$ cat src/rtl/uart_tx_fsm.sv
// rtl/uart_tx_fsm.sv - UART transmit control FSM driving a 4:1 line mux
// Optional UART_TX_BACK2BACK_EN: accept a new word in STOP for gapless frames.
module uart_tx_fsm #(
  parameter int DATA_WIDTH = 8
) (
  input  logic                  CLK,
  input  logic                  RST,
  input  logic                  DATA_VALID,
  input  logic [DATA_WIDTH-1:0] P_DATA,
  input  logic                  PAR_EN,
  input  logic                  PAR_TYP,
  output logic [1:0]            mux_sel,
  output logic                  ser_data,
  output logic                  par_bit,
  output logic                  busy,
  output logic                  done
);

  localparam int CNT_W = $clog2(DATA_WIDTH);
  localparam logic [CNT_W-1:0] LAST_BIT = CNT_W'(DATA_WIDTH - 1);

  typedef enum logic [2:0] {
    IDLE   = 3'd0,
    START  = 3'd1,
    DATA   = 3'd2,
    PARITY = 3'd3,
    STOP   = 3'd4
  } state_t;

  state_t                state;
  state_t                next_state;
  logic [CNT_W-1:0]      bit_cnt;
  logic [DATA_WIDTH-1:0] data_q;
  logic                  par_en_q;
  logic                  load;

  // A word is only accepted where a new frame may legally begin.
`ifdef UART_TX_BACK2BACK_EN
  assign load = DATA_VALID && ((state == IDLE) || (state == STOP));
`else
  assign load = DATA_VALID && (state == IDLE);
`endif

  always_ff @(posedge CLK) begin
    if (!RST) begin
      state <= IDLE;
    end else begin
      state <= next_state;
    end
  end

  // Frame settings are frozen at load so the inputs may change mid-frame.
  always_ff @(posedge CLK) begin
    if (!RST) begin
      data_q   <= '0;
      par_en_q <= 1'b0;
      par_bit  <= 1'b0;
      bit_cnt  <= '0;
    end else begin
      if (load) begin
        data_q   <= P_DATA;
        par_en_q <= PAR_EN;
        par_bit  <= (^P_DATA) ^ PAR_TYP;
      end
      if (state == DATA) begin
        bit_cnt <= (bit_cnt == LAST_BIT) ? '0 : bit_cnt + 1'b1;
      end else begin
        bit_cnt <= '0;
      end
    end
  end

  always_comb begin
    next_state = state;
    case (state)
      IDLE:    if (load) next_state = START;
      START:   next_state = DATA;
      DATA:    if (bit_cnt == LAST_BIT) next_state = par_en_q ? PARITY : STOP;
      PARITY:  next_state = STOP;
      STOP:    next_state = load ? START : IDLE;
      default: next_state = IDLE;
    endcase
  end

  always_comb begin
    mux_sel  = 2'b01;
    busy     = 1'b0;
    done     = 1'b0;
    ser_data = 1'b0;
    case (state)
      START: begin
        mux_sel = 2'b00;
        busy    = 1'b1;
      end
      DATA: begin
        mux_sel  = 2'b10;
        busy     = 1'b1;
        ser_data = data_q[bit_cnt];
      end
      PARITY: begin
        mux_sel = 2'b11;
        busy    = 1'b1;
      end
      STOP: begin
        mux_sel = 2'b01;
        busy    = 1'b1;
        done    = 1'b1;
      end
      default: begin
        mux_sel = 2'b01;
      end
    endcase
  end

endmodule

$ cat config.mk
export PLATFORM = sky130hd
export DESIGN_NAME = uart_tx_fsm
export DESIGN_NICKNAME = d
export VERILOG_FILES = /design/src/rtl/uart_tx_fsm.sv
export SDC_FILE = /design/constraint.sdc
export NUM_CORES = 1
export LEC_CHECK = 0
export CORE_ASPECT_RATIO = 0.9
export CORE_MARGIN = 2
export CORE_UTILIZATION = 43
export DETAILED_ROUTE_END_ITERATION = 16
export GPL_TIMING_DRIVEN = 1
export PLACE_DENSITY = 0.73
export REMOVE_ABC_BUFFERS = 1
export SLEW_MARGIN = 20
export SYNTH_ARGS = -nofsm -noshare
export SYNTH_HDL_FRONTEND = slang
export SYNTH_SLANG_ARGS = --single-unit
$ cat constraint.sdc
create_clock -name CLK -period 1.2 [get_ports CLK]
set_input_delay 0.24 -clock CLK [delete_from_list [all_inputs] [get_ports CLK]]
set_output_delay 0.24 -clock CLK [all_outputs]
set_load 0.02 [all_outputs]
=== Word-level counts from Yosys, hierarchy flattened ===
Index checks and enable logic that the tools add are counted.

* Input port bits: 13
* Word-level logic and storage cells: 34
* Output and inout port bits: 6
* Register bits after elaboration: 16

* Reductions and logical operators: 6
* Bitwise logic cells: 3
* Order comparisons: 1
* $add $sub $neg: 1
* Equality and inequality tests: 7
* Multiplexer cells: 11

{| class="wikitable"
|+ Operators by type and width
! cell !! number
|-
| one-hot mux 3 bit (5 select lines) || 1
|-
| 2-to-1 mux 3 bit || 3
|-
| XOR reduction 8 bit || 1
|-
| == test 3 x 2 -> 1 bit, second input constant || 2
|-
| == test 3 bit, second input constant || 2
|-
| one-hot mux 2 bit (3 select lines) || 1
|-
| 2-to-1 mux 1 bit || 5
|-
| < comparator 3 x 4 -> 1 bit, second input constant || 1
|-
| OR reduction 4 bit || 1
|-
| adder 3 x 1 -> 3 bit, second input constant || 1
|-
| binary-select mux 1 bit (select 3 bit) || 1
|-
| == test 3 x 1 -> 1 bit, second input constant || 1
|-
| zero test 3 bit || 1
|-
| OR reduction 3 bit || 1
|-
| inequality test 2 x 1 -> 1 bit, second input constant || 1
|-
| inequality test 2 bit, second input constant || 1
|-
| NOT 1 bit || 2
|-
| AND reduction 2 bit || 1
|-
| logical AND 1 bit || 1
|-
| XOR 1 bit || 1
|}

=== Logic depth before layout (Yosys ltp) ===
* Depth after elaboration: 4
* Depth in mapped cells: 5
* Gate-level depth less buffers: 5

=== Worst setup path after synthesis ===
Ideal clock, no wire load.

* Kind: reg-to-output
* Start point: register bit_cnt[0]
* End point: output port ser_data
* Buffers on the path: 0
* Required time: 0.960 ns
* Slack: -0.388 ns
* Data arrival time: 1.348 ns
* Stages on the path, launching flop included: 4
* Cell sequence: dfxtp_1 mux4_2 mux2i_1 nor4_1

* Cells in the longest elaborated chain, start to end: 3

{| class="wikitable"
|+ RTL lines
! what !! RTL line !! source
|-
| from (decl) || 32 || <nowiki>logic [CNT_W-1:0] bit_cnt;</nowiki>
|-
| from (signal assigned) || 66 || <nowiki>bit_cnt <= (bit_cnt == LAST_BIT) ? '0 : bit_cnt + 1'b1;</nowiki>
|-
| binary-select mux 1 bit (select 3 bit) || 98 || <nowiki>ser_data = data_q[bit_cnt];</nowiki>
|-
| 2-to-1 mux 1 bit (not written as such) || 98 ||
|-
| 2-to-1 mux 1 bit || 90 || <nowiki>case (state)</nowiki>
|-
| to (decl) || 13 || <nowiki>output logic ser_data,</nowiki>
|}

Every way passes these cells. The select of a mux whose other input is x is not followed.

=== Worst setup path in the final report ===
Ends and elaborated chain as after synthesis.

==> results.md <==
- Count of pins over their slew limit: 0
- Dpl ws: -693 ps
- CTS Sinks: 16
- Final count of hold timing violations: 0
- Flip-flop and latch area: between 300 and 400 um2
- Failing checks: negative setup slack
- Syn_area_per_cell: around 9.4 um2
- EDFF count, synth: 0
- Main synth FF type: dfxtp_1
- Layout Nets: ~140
- Post-synthesis simple-gate area fraction: around 26%
- # diodes: 0
- I/O Buffers: 18
- CTS H-tree depth: 1
- Grt total ovfl: 0
- Required @ worst endpoint: roughly 960 ps
- TritonCTS Buffers: 3
- I/O pins: 19
- Crit. End Element: primary output
- Hold depth: 3
- Clk_lat worst skew: 280 ps
- Core area: around 1900 um2
- Relative slew margins: 79.5%
- Via Count: approximately 730
- Mux cell area share after synthesis: 6.65%
- Lkg Pwr: ~0.54 nW
- WL/cell: approximately 13 um
- Vias in the first global route: around 700
- Ys Warns: 0
- Sequential-to-total area share from yosys stat: between 30% and 40%
- Fin crit period: around 1800 ps
- First-pass DRT Iterations: 4
- Clock Skew: around 4.6 ps
- Post-synthesis register bit count: 16
- Initial antenna violation count: 0
- Final period util: 148%
- Largest net degree at the start of global routing: 10
- Placed Cells incl. Taps: 144
- Tot GR Track Use: 19.4%
- CTS Hold Buffers Added: 0
- Fill count: around 160
- Starting Density: approximately 45%
- Max Buffers Root-to-Sink: 2
- Hold Crit Class: primary input to register
- GP Congestion: between 0.7 and 0.8
- Adder-cell share of the synthesized area: approximately 3%
- Max-Cap Viols: 0
- Comb pwr share: between 20% and 30%
- Fmax: between 500 and 600 MHz
- PnR worst setup slack: -573 ps
- Reg2reg path depth: 6
- Final Total Pwr: about 0.0012 W
- Site Rows: 15
- Int Power: between 0.0008 and 0.0009 W
- CTS root buf: clkbuf_4
- Die span in y: between 40 and 50 um
- Non-filler cells, final: 150
- Largest family of logic cells by synthesized area: simple AND/OR/NAND/NOR gates
- Seq pwr share: about half
- Startpoint types: register
- Die X: around 50 um
- Share of cells above drive strength 1: ~38%
- Switching power: around 0.00034 W
- Drt initial violations: 14
- CTS tree: yes
- Switch share: ~28%
- WHS: ~350 ps
- Post-synth cell types: 25
- Multi-input combinational cell area: 512 um2
- Area Growth Syn to Fin: 47.1%
- Compound-Gate Fraction of Synth Area: between 10% and 20%
- Final setup vio count: 20
- Asr flop ratio synth: 0%
- Worst-Margin Slew: between 300 and 400 ps
- CP Data Arrival Time: 1530 ps
- Clk pin slew, worst setup/hold paths: ~90 ps
- Clock share of power: between 20% and 30%
- Residual DRC: 0
- Hpwl dp: 1.47 mm
- Worst Setup Path Type: register to primary output
- RSZ-0062 raised after global routing: yes
- First-pass GRT wire length: about 3.2 mm
- Outcome: complete, but fails checks
- TNS Setup: -3000 ps
- Worst vdd ir: 0.782 mV
- Pwr per Cell Area: around 990 nW/um2
- Post-route ant nets: 0
- Routed WL: ~1.9 mm
- Die area: approximately 2300 um2
- Cells after Synth: between 80 and 90
- XOR/XNOR share of the synthesized area: 9.06%
- Mapped Area: a little over 800 um2
- Crit path max fanout: 3
- Vias per cell: 4.87
==> power by group through the flow <==
stage / Clock, W / Combinational (W) / Sequential (W)
detailed placement: 0 / 0.000325 / 0.000598
global placement: 0 / 0.000318 / 0.000596
floorplan: 0 / 0.000154 / 0.000603
CTS: 0.000286 / 0.000331 / 0.000585
finish: 0.000281 / 0.000338 / 0.000585
global route: 0.000307 / 0.000368 / 0.000590
==> area by class of cell <==
type | count | area share (%)
clock buffers | 3 | 1.85
inverters | 2 | 0.821
multi-input cells | 67 | 42.0
flip-flops and latches | 16 | 27.3
well taps | 25 | 2.57
repair buffers | 37 | 25.5
==> cell usage after synthesis, types with 3 or more instances <==
cell	number	area (um2)
dfxtp_1	16	320
and2_1	3	18.8
xnor2_1	4	35.0
a21boi_0	9	67.6
a21oi_1	3	15.0
nor2_1	5	18.8
nand2_1	20	75.1
==> cells by family (layout without fill, tap and decap cells) <==
family,Yosys count,after routing
AND/OR/NAND/NOR,40,40
adder cells (fa/ha/maj),2,2
XOR/XNOR,7,7
buffers and inverters,5,42
AO/OA/AOI/OAI,15,15
flip-flops,16,16
multiplexers,3,3
==> final timing paths <==
check / startpoint / end / slack (ps)
setup / recovery: bit_cnt[0]$_SDFF_PP0_ / ser_data / -570
hold / removal: P_DATA[6] / data_q[6]$_SDFFE_PN0P_ / 350
setup reg to reg: bit_cnt[0]$_SDFF_PP0_ / state[0]$_SDFFE_PN0P_ / -250
hold reg to reg: data_q[7]$_SDFFE_PN0P_ / data_q[7]$_SDFFE_PN0P_ / 460
==> placed cells by master (no fill, tap or decap), types with 2 or more instances in the layout <==
master           count
a21boi_1             8
clkbuf_4             3
dlygate4sd2_1        6
dfxtp_1             12
xor2_1               2
xnor2_1              3
mux4_2               2
dfxtp_4              3
a21oi_1              3
ha_1                 2
nand2b_1             2
buf_4               19
buf_6                4
a21o_1               2
clkdlybuf4s50_1      6
and3_1               2
nor2_2               2
nand2_2              2
nand2_1             19
nor2_1               2
and2_1               3
==> worst max-delay path, cell delays in order, from the launching register on <==
cell	delay (ps)
dfxtp_4	380
mux4_2	500
mux2i_1	150
nor4_1	70
buf_2	160
==> through the flow <==
stage / utilization [%] / instance area (um2)
after global routing: 65.6 / 1220
final: 65.6 / 1220
after CTS: 63.6 / 1180
after floorplan: - / 802
after global placement: 61.0 / 1130
after detailed placement: 61.0 / 1130
==> state kept, by name (all words and copies together) (netlist names) <==
name,flops
par_en_q,1
data_q,8
state,3
bit_cnt,3
par_bit,1
==> metal layers <==
layer	routed length [um]	vias to the layer above	part of all wire, %	global-route usage, %
li1	-	377	-	-
met2	931	24	49	32.9
met3	123	4	6.4	5.92
met1	821	326	43	23.0
met5	0	-	0	0
met4	35	0	1.8	8.33
==> what timing repair did <==
item,in CTS,in global routing
resized for setup,57,9
setup buffers,1,2
pin swaps,9,3
setup endpoints to repair,22,22
No activity file was read; power rests on OpenSTA's default activity.
